--- src/rtl/run_seq_pkg.sv ---
// Package: run_seq_pkg
// Shared types and width helpers for the program-run sequencer.
//   seq_state_t  : sequencer FSM state encoding (also driven onto the debug State output)
//   prog_idx_w() : width of ProgIdx for a given program count
package run_seq_pkg;

  typedef enum logic [2:0] {
    IDLE   = 3'd0,
    LAUNCH = 3'd1,
    RUN    = 3'd2,
    REPORT = 3'd3,
    DONE   = 3'd4
  } seq_state_t;

  // One extra bit beyond $clog2 so that NUM_PROGS=1 still yields a 1-bit index.
  function automatic int prog_idx_w(input int numProgs);
    return $clog2(numProgs) + 1;
  endfunction

  localparam int DefNumProgs = 3;
  localparam int ProgIdxW    = prog_idx_w(DefNumProgs);

endpackage

--- src/rtl/prog_run_sequencer_if.sv ---
// Interface: prog_run_sequencer_if
// Bundles the host request/report signals, the processor Start/Ack handshake, and
// the debug view of the sequencer.
//   Go         host -> seq   request a full sequence (looked at only while idle)
//   Ack        proc -> seq   program finished flag
//   Start      seq  -> proc  high = hold/restart the program
//   ProgIdx    seq  -> host  current program index
//   Busy       seq  -> host  sequence in progress
//   CycleCount seq  -> host  run length of the last finished program
//   CountValid seq  -> host  one-cycle strobe qualifying CycleCount/ProgIdx/TimedOut
//   TimedOut   seq  -> host  that program was aborted at the timeout
//   SeqDone    seq  -> host  level, sequence complete (waiting for Go to drop)
//   State      seq  -> dbg   FSM state
//   LaunchCount seq -> dbg   cycles spent so far in the current Start pulse
//
// Handshake semantics: a Go seen while idle is accepted on that edge and Busy rises
// the next cycle; Go elsewhere is ignored, and after completion Go must be seen low
// before another request is accepted. Start is a fixed-length level pulse; Ack
// completes a program only after Ack has been observed low at least once since
// Start fell, so a level left high by the previous program cannot end the next one.
interface prog_run_sequencer_if
  import run_seq_pkg::*;
#(
  parameter int PIW = ProgIdxW,
  parameter int CW  = 16
) ();

  logic           Go;
  logic           Ack;
  logic           Start;
  logic [PIW-1:0] ProgIdx;
  logic           Busy;
  logic [CW-1:0]  CycleCount;
  logic           CountValid;
  logic           TimedOut;
  logic           SeqDone;
  seq_state_t     State;
  logic [CW-1:0]  LaunchCount;

  modport master (
    input  Go, Ack,
    output Start, ProgIdx, Busy, CycleCount, CountValid, TimedOut, SeqDone,
           State, LaunchCount
  );

  modport slave (
    output Go, Ack,
    input  Start, ProgIdx, Busy, CycleCount, CountValid, TimedOut, SeqDone,
           State, LaunchCount
  );

endinterface

--- src/rtl/sat_counter.sv ---
// Module: sat_counter
// Up-counter with synchronous clear, count enable, saturation at all-ones and a
// terminal-value match flag.
//   Clk, Reset  clock / synchronous active-high reset
//   Clear       force count to zero (wins over Enable)
//   Enable      count up by one, holding at all-ones
//   Terminal    value compared against Count
//   Count       current count
//   AtTerminal  Count == Terminal (combinational)
module sat_counter #(
  parameter int CW = 16
) (
  input  logic          Clk,
  input  logic          Reset,
  input  logic          Clear,
  input  logic          Enable,
  input  logic [CW-1:0] Terminal,
  output logic [CW-1:0] Count,
  output logic          AtTerminal
);

  always_ff @(posedge Clk) begin
    if (Reset || Clear) begin
      Count <= '0;
    end else if (Enable && (Count != '1)) begin
      Count <= Count + CW'(1);
    end
  end

  assign AtTerminal = (Count == Terminal);

endmodule

--- src/rtl/prog_run_sequencer.sv ---
// Module: prog_run_sequencer
// Host-side partner of the processor Start/Ack handshake. On Go it launches
// NUM_PROGS programs back to back, holding Start for START_CYCLES per launch,
// measures each run in clock cycles and aborts a run reaching TIMEOUT cycles.
//   Clk    clock, posedge
//   Reset  synchronous, active-high
//   bus    prog_run_sequencer_if.master (Go, Ack in; Start, ProgIdx, Busy,
//          CycleCount, CountValid, TimedOut, SeqDone, State, LaunchCount out)
// Start, Busy, CountValid and SeqDone are decoded from the state register only, so
// they carry no combinational path from Ack or Go.
module prog_run_sequencer
  import run_seq_pkg::*;
#(
  parameter int NUM_PROGS    = 3,
  parameter int START_CYCLES = 2,
  parameter int CW           = 16,
  parameter int TIMEOUT      = 40000
) (
  input logic                  Clk,
  input logic                  Reset,
  prog_run_sequencer_if.master bus
);

  localparam int PIW = prog_idx_w(NUM_PROGS);

  localparam logic [CW-1:0]  LaunchLast  = CW'(START_CYCLES - 1);
  localparam logic [CW-1:0]  TimeoutLast = CW'(TIMEOUT - 1);
  localparam logic [CW-1:0]  TimeoutVal  = CW'(TIMEOUT);
  localparam logic [PIW-1:0] LastProg    = PIW'(NUM_PROGS - 1);

  seq_state_t     state;
  seq_state_t     nextState;
  logic           armed;
  logic [PIW-1:0] progIdx;
  logic [CW-1:0]  cycleCount;
  logic           timedOut;

  logic [CW-1:0]  launchCount;
  logic           launchEnd;
  logic [CW-1:0]  runCount;
  logic           runAtTimeout;
  logic           ackQual;
  logic           lastProg;

  // Both counters sit at zero outside their state, so each phase starts counting from 0.
  sat_counter #(.CW(CW)) u_launch_cnt (
    .Clk        (Clk),
    .Reset      (Reset),
    .Clear      (state != LAUNCH),
    .Enable     (state == LAUNCH),
    .Terminal   (LaunchLast),
    .Count      (launchCount),
    .AtTerminal (launchEnd)
  );

  sat_counter #(.CW(CW)) u_run_cnt (
    .Clk        (Clk),
    .Reset      (Reset),
    .Clear      (state != RUN),
    .Enable     (state == RUN),
    .Terminal   (TimeoutLast),
    .Count      (runCount),
    .AtTerminal (runAtTimeout)
  );

  // armed only becomes set after a RUN cycle where Ack was low, so a stale high
  // Ack from the previous program's halt cannot qualify.
  assign ackQual  = armed & bus.Ack;
  assign lastProg = (progIdx == LastProg);

  always_ff @(posedge Clk) begin
    if (Reset) begin
      state      <= IDLE;
      armed      <= 1'b0;
      progIdx    <= '0;
      cycleCount <= '0;
      timedOut   <= 1'b0;
    end else begin
      state <= nextState;
      armed <= (state == RUN) ? (armed | ~bus.Ack) : 1'b0;

      if ((state == IDLE) && bus.Go) begin
        progIdx <= '0;
      end else if ((state == REPORT) && !lastProg) begin
        progIdx <= progIdx + PIW'(1);
      end

      // A qualifying Ack on the final timeout cycle still counts as a normal finish.
      if (state == RUN) begin
        if (ackQual) begin
          cycleCount <= runCount;
          timedOut   <= 1'b0;
        end else if (runAtTimeout) begin
          cycleCount <= TimeoutVal;
          timedOut   <= 1'b1;
        end
      end
    end
  end

  always_comb begin
    nextState = state;
    case (state)
      IDLE:    if (bus.Go) nextState = LAUNCH;
      LAUNCH:  if (launchEnd) nextState = RUN;
      RUN:     if (ackQual || runAtTimeout) nextState = REPORT;
      REPORT:  nextState = lastProg ? DONE : LAUNCH;
      DONE:    if (!bus.Go) nextState = IDLE;
      default: nextState = IDLE;
    endcase
  end

  assign bus.Start       = (state == LAUNCH);
  assign bus.Busy        = (state == LAUNCH) || (state == RUN) || (state == REPORT);
  assign bus.CountValid  = (state == REPORT);
  assign bus.SeqDone     = (state == DONE);
  assign bus.ProgIdx     = progIdx;
  assign bus.CycleCount  = cycleCount;
  assign bus.TimedOut    = timedOut;
  assign bus.State       = state;
  assign bus.LaunchCount = launchCount;

endmodule

--- src/flat_wrapper.sv ---
// flat-port wrapper written by rule: the top's interface ports become plain ports
module prog_run_sequencer_flat import run_seq_pkg::*;
#(
  parameter int NUM_PROGS    = 3,
  parameter int START_CYCLES = 2,
  parameter int CW           = 16,
  parameter int TIMEOUT      = 40000
)
  (Clk, Reset, bus_Go, bus_Ack, bus_Start, bus_ProgIdx, bus_Busy, bus_CycleCount, bus_CountValid, bus_TimedOut, bus_SeqDone, bus_State, bus_LaunchCount);
  prog_run_sequencer_if #(.PIW((prog_idx_w((3)))), .CW(CW)) bus_i ();
  input logic Clk;
  input logic Reset;
  input wire logic [$bits(bus_i.Go)-1:0] bus_Go;
  input wire logic [$bits(bus_i.Ack)-1:0] bus_Ack;
  output wire logic [$bits(bus_i.Start)-1:0] bus_Start;
  output wire logic [$bits(bus_i.ProgIdx)-1:0] bus_ProgIdx;
  output wire logic [$bits(bus_i.Busy)-1:0] bus_Busy;
  output wire logic [$bits(bus_i.CycleCount)-1:0] bus_CycleCount;
  output wire logic [$bits(bus_i.CountValid)-1:0] bus_CountValid;
  output wire logic [$bits(bus_i.TimedOut)-1:0] bus_TimedOut;
  output wire logic [$bits(bus_i.SeqDone)-1:0] bus_SeqDone;
  output wire logic [$bits(bus_i.State)-1:0] bus_State;
  output wire logic [$bits(bus_i.LaunchCount)-1:0] bus_LaunchCount;
  assign bus_i.Go = bus_Go;
  assign bus_i.Ack = bus_Ack;
  assign bus_Start = bus_i.Start;
  assign bus_ProgIdx = bus_i.ProgIdx;
  assign bus_Busy = bus_i.Busy;
  assign bus_CycleCount = bus_i.CycleCount;
  assign bus_CountValid = bus_i.CountValid;
  assign bus_TimedOut = bus_i.TimedOut;
  assign bus_SeqDone = bus_i.SeqDone;
  assign bus_State = bus_i.State;
  assign bus_LaunchCount = bus_i.LaunchCount;
  prog_run_sequencer #(.NUM_PROGS(NUM_PROGS), .START_CYCLES(START_CYCLES), .CW(CW), .TIMEOUT(TIMEOUT)) u_core (.Clk(Clk), .Reset(Reset), .bus(bus_i));
endmodule
--- config.mk ---
export PLATFORM = sky130hd
export DESIGN_NAME = prog_run_sequencer_flat
export DESIGN_NICKNAME = d
export VERILOG_FILES = /design/src/rtl/run_seq_pkg.sv /design/src/rtl/prog_run_sequencer_if.sv /design/src/rtl/sat_counter.sv /design/src/rtl/prog_run_sequencer.sv /design/src/flat_wrapper.sv
export SDC_FILE = /design/constraint.sdc
export NUM_CORES = 1
export LEC_CHECK = 0
export CORE_ASPECT_RATIO = 1.25
export CORE_MARGIN = 5
export CORE_UTILIZATION = 49
export DETAILED_ROUTE_END_ITERATION = 16
export PLACE_DENSITY = 0.74
export SYNTH_ARGS = -nofsm -noshare
export SYNTH_HDL_FRONTEND = slang
export SYNTH_SLANG_ARGS = --single-unit
--- constraint.sdc ---
create_clock -name Clk -period 1.92 [get_ports Clk]
set_clock_uncertainty 0.1 [all_clocks]
set_input_delay 0.288 -clock Clk [delete_from_list [all_inputs] [get_ports Clk]]
set_output_delay 0.288 -clock Clk [all_outputs]
set_load 0.005 [all_outputs]
==> results.txt, run 1 <==
H-tree lvl count -> 2
Fmax -> 0.546 GHz
Normalized max-slew margin -> 0.635
Clock Root Buffer -> sky130_fd_sc_hd__clkbuf_8
Multi-input gate area -> 1800 sq um
Sink count of the clock tree -> 56
Number of max-cap violations -> 0
Leading cell types in the layout, fill and taps excluded -> sky130_fd_sc_hd__dfxtp_1 (53), sky130_fd_sc_hd__clkdlybuf4s50_1 (43), sky130_fd_sc_hd__buf_4 (36)
Switching share of power -> 0.244
Transition time at the pin with the least slew margin -> 0.543 ns
Worst hold path endpoint -> u_core.armed
Overall power -> 0.00208 W
Type of destination of the critical path -> register
Count of flip-flops with a built-in enable after synthesis -> 0
Synth warnings -> 0
CTS tree -> yes
Chip width -> 80.8 um
Global-route wire length before repair -> 13.1 mm
Start-to-end type of the worst setup path -> register to register
Number of buffers on the longest clock path -> 2
Worst hold path cell count -> 2
Average cell area after synthesis -> 8.64 sq um
Drt pass-1 iters -> 6
Syn-to-layout area delta -> 27.5%
R2R setup slack -> 0.09 ns
Portion of total power attributed to the clock network -> 0.321
Avg Vias per Cell -> 6.09
Aggregate global-route resource usage -> 0.203
Number of filler instances in the final layout -> 526
Final worst-path setup slack -> 0.0899 ns
Static Leakage -> 1.31 nW
Maximum number of pins on one net before global-route repair -> 30
CP Max Fanout -> 6
Area contributors post-synth -> sky130_fd_sc_hd__dfxtp_1 (37%), sky130_fd_sc_hd__a21oi_1 (4.4%), sky130_fd_sc_hd__nand2_1 (4.2%), sky130_fd_sc_hd__mux2i_1 (3.9%), sky130_fd_sc_hd__a22oi_1 (3.2%)
Final number of max-transition violations -> 0
Number of rows in the core area -> 32
FF-to-FF End -> u_core.u_launch_cnt.Count[9]
Number of distinct library cells after synthesis -> 58
Worst skew pair latency -> 0.31 ns
Routed length per placed instance -> 15.7 um
Vias in the first global route -> 2745
Detailed router's first-iteration violation count -> 172
Pre-CTS worst setup slack -> 0.0691 ns
Clock transition time at the flip-flop clock pins of the worst setup and hold paths -> 0.10 ns
Overall via count from detail_route -> 3061
Sum of net half-perimeters after detailed placement -> 5.76 mm
Post-synth design cell area -> 3070 sq um
Internal -> 0.00157 W
Fraction of layout instances using a drive strength above 1 -> 0.172
Number of register bits inferred by synthesis -> 56
Synthesized netlist net count -> 364
Sequential-to-total area share from yosys stat -> 0.366
Number of hold violations in the final report -> 0
Total of endpoints with negative setup slack in the final report -> 0
Net switching power -> 0.000507 W
Utilization of the core after routing -> 0.638
Post-Route WL -> 7.90 mm
Initial antenna violation count -> 0
I/O Pins -> 47
Die extent in y -> 98.5 um
Total clock buffers created by CTS -> 5
Standard cell core area -> 6130 sq um
HP Class -> register to register
Fraction of registers with async set or reset after synthesis -> 0
Count of cells along the worst register-to-register path -> 5
Arrival @ worst endpoint -> 1.98 ns
Remaining antenna violation count after routing -> 0
Prevailing post-synth register cell -> sky130_fd_sc_hd__dfxtp_1
Worst hold path startpoint -> u_core.armed
Initial cell density of the core -> 0.501
Full die area -> 7950 sq um
Top-area cell type share of the netlist area -> 0.366
Fraction of power consumed by combinational cells -> 0.104
Number of DRC violations after detailed routing -> 0
Kind of start point of the critical path -> register
Most frequent standard cell in the layout excluding fill and tap cells -> sky130_fd_sc_hd__dfxtp_1
Combined flip-flop and latch cell area -> 1130 sq um
Post-synthesis cell count -> 355
Worst r2r src -> u_core.u_launch_cnt.Count[0]
Cell taking the most area after synthesis -> sky130_fd_sc_hd__dfxtp_1
Placer congestion estimate -> 0.914
Total power divided by cell area -> 531 nW/um^2
Peak supply drop -> 0.000394 V
Total grt overflow -> 0
Post-route fraction of the period consumed by the critical path -> 0.953
Antenna Cells -> 0
CP Data Required Time -> 2.07 ns
Run status -> complete, no violations
Sequential cell fraction of total power -> 0.575
Total number of nets in the final design -> 426
Min Clock Period, post-route -> 1.83 ns
Number of buffer cells added on primary ports -> 46
## synthesized netlist by cell type, drive strengths merged (2+ instances only)
| master | number |
|---|---|
| dfxtp | 56 |
| nand2 | 34 |
| a21oi | 27 |
| buf | 20 |
| nor2 | 15 |
| a22oi | 13 |
| nand3 | 13 |
| a211oi | 12 |
| mux2i | 12 |
| o211ai | 12 |
| and3 | 10 |
| clkbuf | 9 |
| nor3 | 9 |
| or3 | 9 |
| nand2b | 8 |
| nor4 | 8 |
| inv | 7 |
| o21ai | 7 |
| nand4 | 6 |
| a31oi | 5 |
| and2 | 5 |
| ha | 5 |
| o31ai | 5 |
| or4 | 5 |
| and4 | 4 |
| o22ai | 4 |
| a2111o | 3 |
| a21boi | 3 |
| a311oi | 3 |
| nor3b | 3 |
| o31a | 3 |
| a2111oi | 2 |
| a41o | 2 |
| nor2b | 2 |
| nor4b | 2 |
| o21a | 2 |
| xnor2 | 2 |
## critical path, cell delays in order (launching register included)
cell and delay [ns]:
sky130_fd_sc_hd__dfxtp_1 0.33, sky130_fd_sc_hd__ha_1 0.22, sky130_fd_sc_hd__and2_1 0.20, sky130_fd_sc_hd__and3_2 0.25, sky130_fd_sc_hd__a2111oi_1 0.45, sky130_fd_sc_hd__mux2i_1 0.22
## routing by layer
metal | GRT usage | wire, um | vias up | share of wire
li1 | - | - | 1472 | -
met1 | 0.249 | 3270 | 1469 | 0.41
met2 | 0.353 | 4060 | 108 | 0.51
met3 | 0.0411 | 447 | 12 | 0.057
met4 | 0.0650 | 122 | 0 | 0.015
met5 | 0 | 0 | - | 0
## per-stage QoR
step,instance area [sq um],hold WS (ns),cells,setup TNS [ns]
finish,3910,0.365,503,0
global route,3910,0.411,503,-0.0241
CTS,3880,0.367,503,0
detailed placement,3780,0.353,495,0
global placement,3780,0.350,495,0
floorplan,3070,0.280,355,0
## logic make-up after synthesis
logic type,after synthesis,share of synthesized area
multiplexers,13,0.0428
XOR/XNOR,2,0.00571
AO/OA/AOI/OAI,107,0.244
flip-flops,56,0.366
buffers and inverters,36,0.0592
AND/OR/NAND/NOR,136,0.262
adder cells (fa/ha/maj),5,0.0204
## state kept, by name, indices dropped and copies added (netlist names)
name and cells:
u_core.bus.CycleCount 16, u_core.bus.ProgIdx 3, u_core.u_launch_cnt.Count 16, u_core.bus.State 3, u_core.u_run_cnt.Count 16, u_core.armed 1, u_core.bus.TimedOut 1
## worst max path at each step
stage | from | to
after floorplan | u_core.u_run_cnt.Count[0] | u_core.u_run_cnt.Count[10]
after global placement | u_core.u_run_cnt.Count[14] | u_core.u_run_cnt.Count[4]
after detailed placement | Reset | u_core.u_launch_cnt.Count[12]
after CTS | u_core.bus.State[1] | bus_Busy
after global routing | u_core.u_launch_cnt.Count[0] | u_core.u_launch_cnt.Count[9]
final | u_core.u_launch_cnt.Count[0] | u_core.u_launch_cnt.Count[9]
## power by group through the flow
stage | Sequential (W) | Clock, W | Combinational, W
after floorplan | 0.00121 | 0 | 0.000127
after global placement | 0.00122 | 0 | 0.000210
after detailed placement | 0.00122 | 0 | 0.000213
after CTS | 0.00119 | 0.000698 | 0.000215
after global routing | 0.00120 | 0.000749 | 0.000238
final | 0.00119 | 0.000668 | 0.000216
## cell type report
| class | instances | area share |
|---|---|---|
| Clock buffer | 6 | 0.0211 |
| Multi-Input combinational cell | 263 | 0.460 |
| Tap cell | 85 | 0.0272 |
| Sequential cell | 56 | 0.289 |
| Timing Repair Buffer | 84 | 0.194 |
| Clock inverter | 2 | 0.00256 |
| Inverter | 7 | 0.00672 |
## what timing repair did
item,4_1_cts,5_1_grt
setup buffers,0,0
hold buffers,0,0
hold endpoints to repair,0,0
gates resized for setup,9,13
setup endpoints to repair,4,22
Note: power is estimated with default switching activity, not from simulation.
==> run 2, diff against run 1 <==
Settings changed: CAP_MARGIN set to 20.
==> results of run 2 <==
Same layout as run 1: the final DEF is identical, and so are final timing and power.
==> run 3, diff against run 2 <==
Settings changed: CORE_UTILIZATION 49 to 50, CTS_BUF_LIST set to sky130_fd_sc_hd__clkbuf_8, PLACE_DENSITY 0.74 to 0.76.
==> results.txt, run 3 (synthesized netlist as in run 1, its figures left out) <==
Leading cell types in the layout, fill and taps excluded -> sky130_fd_sc_hd__dfxtp_1 (53), sky130_fd_sc_hd__clkdlybuf4s50_1 (42), sky130_fd_sc_hd__buf_4 (39) (was sky130_fd_sc_hd__dfxtp_1 (53), sky130_fd_sc_hd__clkdlybuf4s50_1 (43), sky130_fd_sc_hd__buf_4 (36))
Count of cells along the worst register-to-register path -> 4 (was 5)
Kind of start point of the critical path -> register (unchanged)
Number of hold violations in the final report -> 0 (unchanged)
Avg Vias per Cell -> 5.82 (was 6.09)
Antenna Cells -> 0 (unchanged)
Type of destination of the critical path -> register (unchanged)
Arrival @ worst endpoint -> 2.02 ns (was 1.98 ns)
HP Class -> register to register (unchanged)
Full die area -> 7810 sq um (was 7950 sq um)
Total grt overflow -> 0 (unchanged)
Final number of max-transition violations -> 0 (unchanged)
Clock transition time at the flip-flop clock pins of the worst setup and hold paths -> 0.11 ns (was 0.10 ns)
Worst hold path cell count -> 2 (unchanged)
CP Data Required Time -> 2.07 ns (about the same)
I/O Pins -> 47 (unchanged)
Total number of nets in the final design -> 429 (was 426)
Static Leakage -> 1.35 nW (was 1.31 nW)
Pre-CTS worst setup slack -> 0.0381 ns (was 0.0691 ns)
Global-route wire length before repair -> 13.0 mm (was 13.1 mm)
Run status -> complete, no violations (unchanged)
H-tree lvl count -> 2 (unchanged)
Final worst-path setup slack -> 0.0512 ns (was 0.0899 ns)
Vias in the first global route -> 2778 (was 2745)
CP Max Fanout -> 9 (was 6)
Sum of net half-perimeters after detailed placement -> 5.63 mm (was 5.76 mm)
Crit path largest cell delay -> 0.57 ns (was 0.45 ns)
Initial cell density of the core -> 0.504 (was 0.501)
Syn-to-layout area delta -> 28.2% (was 27.5%)
Most frequent standard cell in the layout excluding fill and tap cells -> sky130_fd_sc_hd__dfxtp_1 (unchanged)
Sink count of the clock tree -> 56 (unchanged)
Post-Route WL -> 7.64 mm (was 7.90 mm)
Aggregate global-route resource usage -> 0.198 (was 0.203)
Count of hold-fix buffers inserted at cts -> 0 (unchanged)
CTS tree -> yes (unchanged)
Combined flip-flop and latch cell area -> 1130 sq um (about the same)
Placer congestion estimate -> 0.888 (was 0.914)
Transition time at the pin with the least slew margin -> 0.550 ns (was 0.543 ns)
Total power divided by cell area -> 524 nW/um^2 (was 531 nW/um^2)
Remaining antenna violation count after routing -> 0 (unchanged)
Initial antenna violation count -> 0 (unchanged)
Clock Root Buffer -> sky130_fd_sc_hd__clkbuf_8 (unchanged)
Chip width -> 80.0 um (was 80.8 um)
Multi-input gate area -> 1790 sq um (was 1800 sq um)
Peak supply drop -> 0.000396 V (was 0.000394 V)
Total of endpoints with negative setup slack in the final report -> 0 (unchanged)
Fraction of layout instances using a drive strength above 1 -> 0.169 (was 0.172)
Drt pass-1 iters -> 4 (was 6)
Number of DRC violations after detailed routing -> 0 (unchanged)
Maximum number of pins on one net before global-route repair -> 30 (unchanged)
Cell chain of the critical path -> and4_1 -> nand2_1 -> or4_1 -> a21oi_1 (was ha_1 -> and2_1 -> and3_2 -> a2111oi_1 -> mux2i_1)
Number of buffer cells added on primary ports -> 46 (unchanged)
Routed length per placed instance -> 15.1 um (was 15.7 um)
Number of buffers on the longest clock path -> 2 (unchanged)
Number of rows in the core area -> 32 (unchanged)
Normalized max-slew margin -> 0.633 (was 0.635)
Number of filler instances in the final layout -> 551 (was 526)
Post-route fraction of the period consumed by the critical path -> 0.973 (was 0.953)
Detailed router's first-iteration violation count -> 269 (was 172)
Min Clock Period, post-route -> 1.87 ns (was 1.83 ns)
Hold Worst Slack -> 0.366 ns (was 0.365 ns)
Die extent in y -> 97.6 um (was 98.5 um)
CP max stage cell -> sky130_fd_sc_hd__or4_1 (was sky130_fd_sc_hd__a2111oi_1)
Unrepaired setup endpoints after global routing -> true
Total clock buffers created by CTS -> 5 (unchanged)
Number of max-cap violations -> 0 (unchanged)
Worst skew pair latency -> 0.31 ns (about the same)
Overall via count from detail_route -> 2946 (was 3061)
Start-to-end type of the worst setup path -> register to register (unchanged)
Standard cell core area -> 6090 sq um (was 6130 sq um)
Fmax -> 0.535 GHz (was 0.546 GHz)
## run 3: routing by layer
layer  global-route usage  wire length, um  share of wire
met2                0.337             3840           0.50
met1                0.260             3370           0.44
met3               0.0334              352          0.046
met4               0.0455               70         0.0092
met5                    0                0              0
## run 3: cell type report
| class | instances | share of cell area |
|---|---|---|
| clock buffers | 5 | 0.0175 |
| clock inverters | 3 | 0.00605 |
| inverters | 7 | 0.00668 |
| multi-input cells | 263 | 0.454 |
| flip-flops and latches | 56 | 0.288 |
| well taps | 85 | 0.0271 |
| repair buffers | 87 | 0.200 |
## run 3: stage by stage
stage	TNS, ns	utilization	cell area, sq um	instances	total power (W)
CTS	0	0.640	3900	504	0.00209
global placement	0	0.619	3770	494	0.00143
finish	0	0.646	3930	506	0.00206
floorplan	0	-	3070	355	0.00134
global route	-0.0881	0.646	3930	506	0.00216
detailed placement	0	0.619	3770	494	0.00143
## run 3: worst paths after layout
kind                             start                          to  slack, ns
max reg2reg  u_core.u_run_cnt.Count[5]  u_core.u_run_cnt.Count[13]       0.05
min reg2reg               u_core.armed                u_core.armed       0.37
min                       u_core.armed                u_core.armed       0.37
max          u_core.u_run_cnt.Count[5]  u_core.u_run_cnt.Count[13]       0.05
## run 3: critical path, delay by kind of cell, from the launching register on
kind	cells	cell delay (ns)
compound gates	1	0.15
flops	1	0.46
simple gates	3	1.09
## run 3: power by group
part	internal, W	leakage (nW)	switching [W]
clock	0.000259	0.0404	0.000392
sequential	0.00117	0.453	0.0000206
combinational	0.000108	0.854	0.000107
## run 3: timing repair
item	4_1_cts	5_1_grt
setup endpoints to repair	4	25
setup buffers	2	2
pin swaps	0	1
resized for setup	10	10
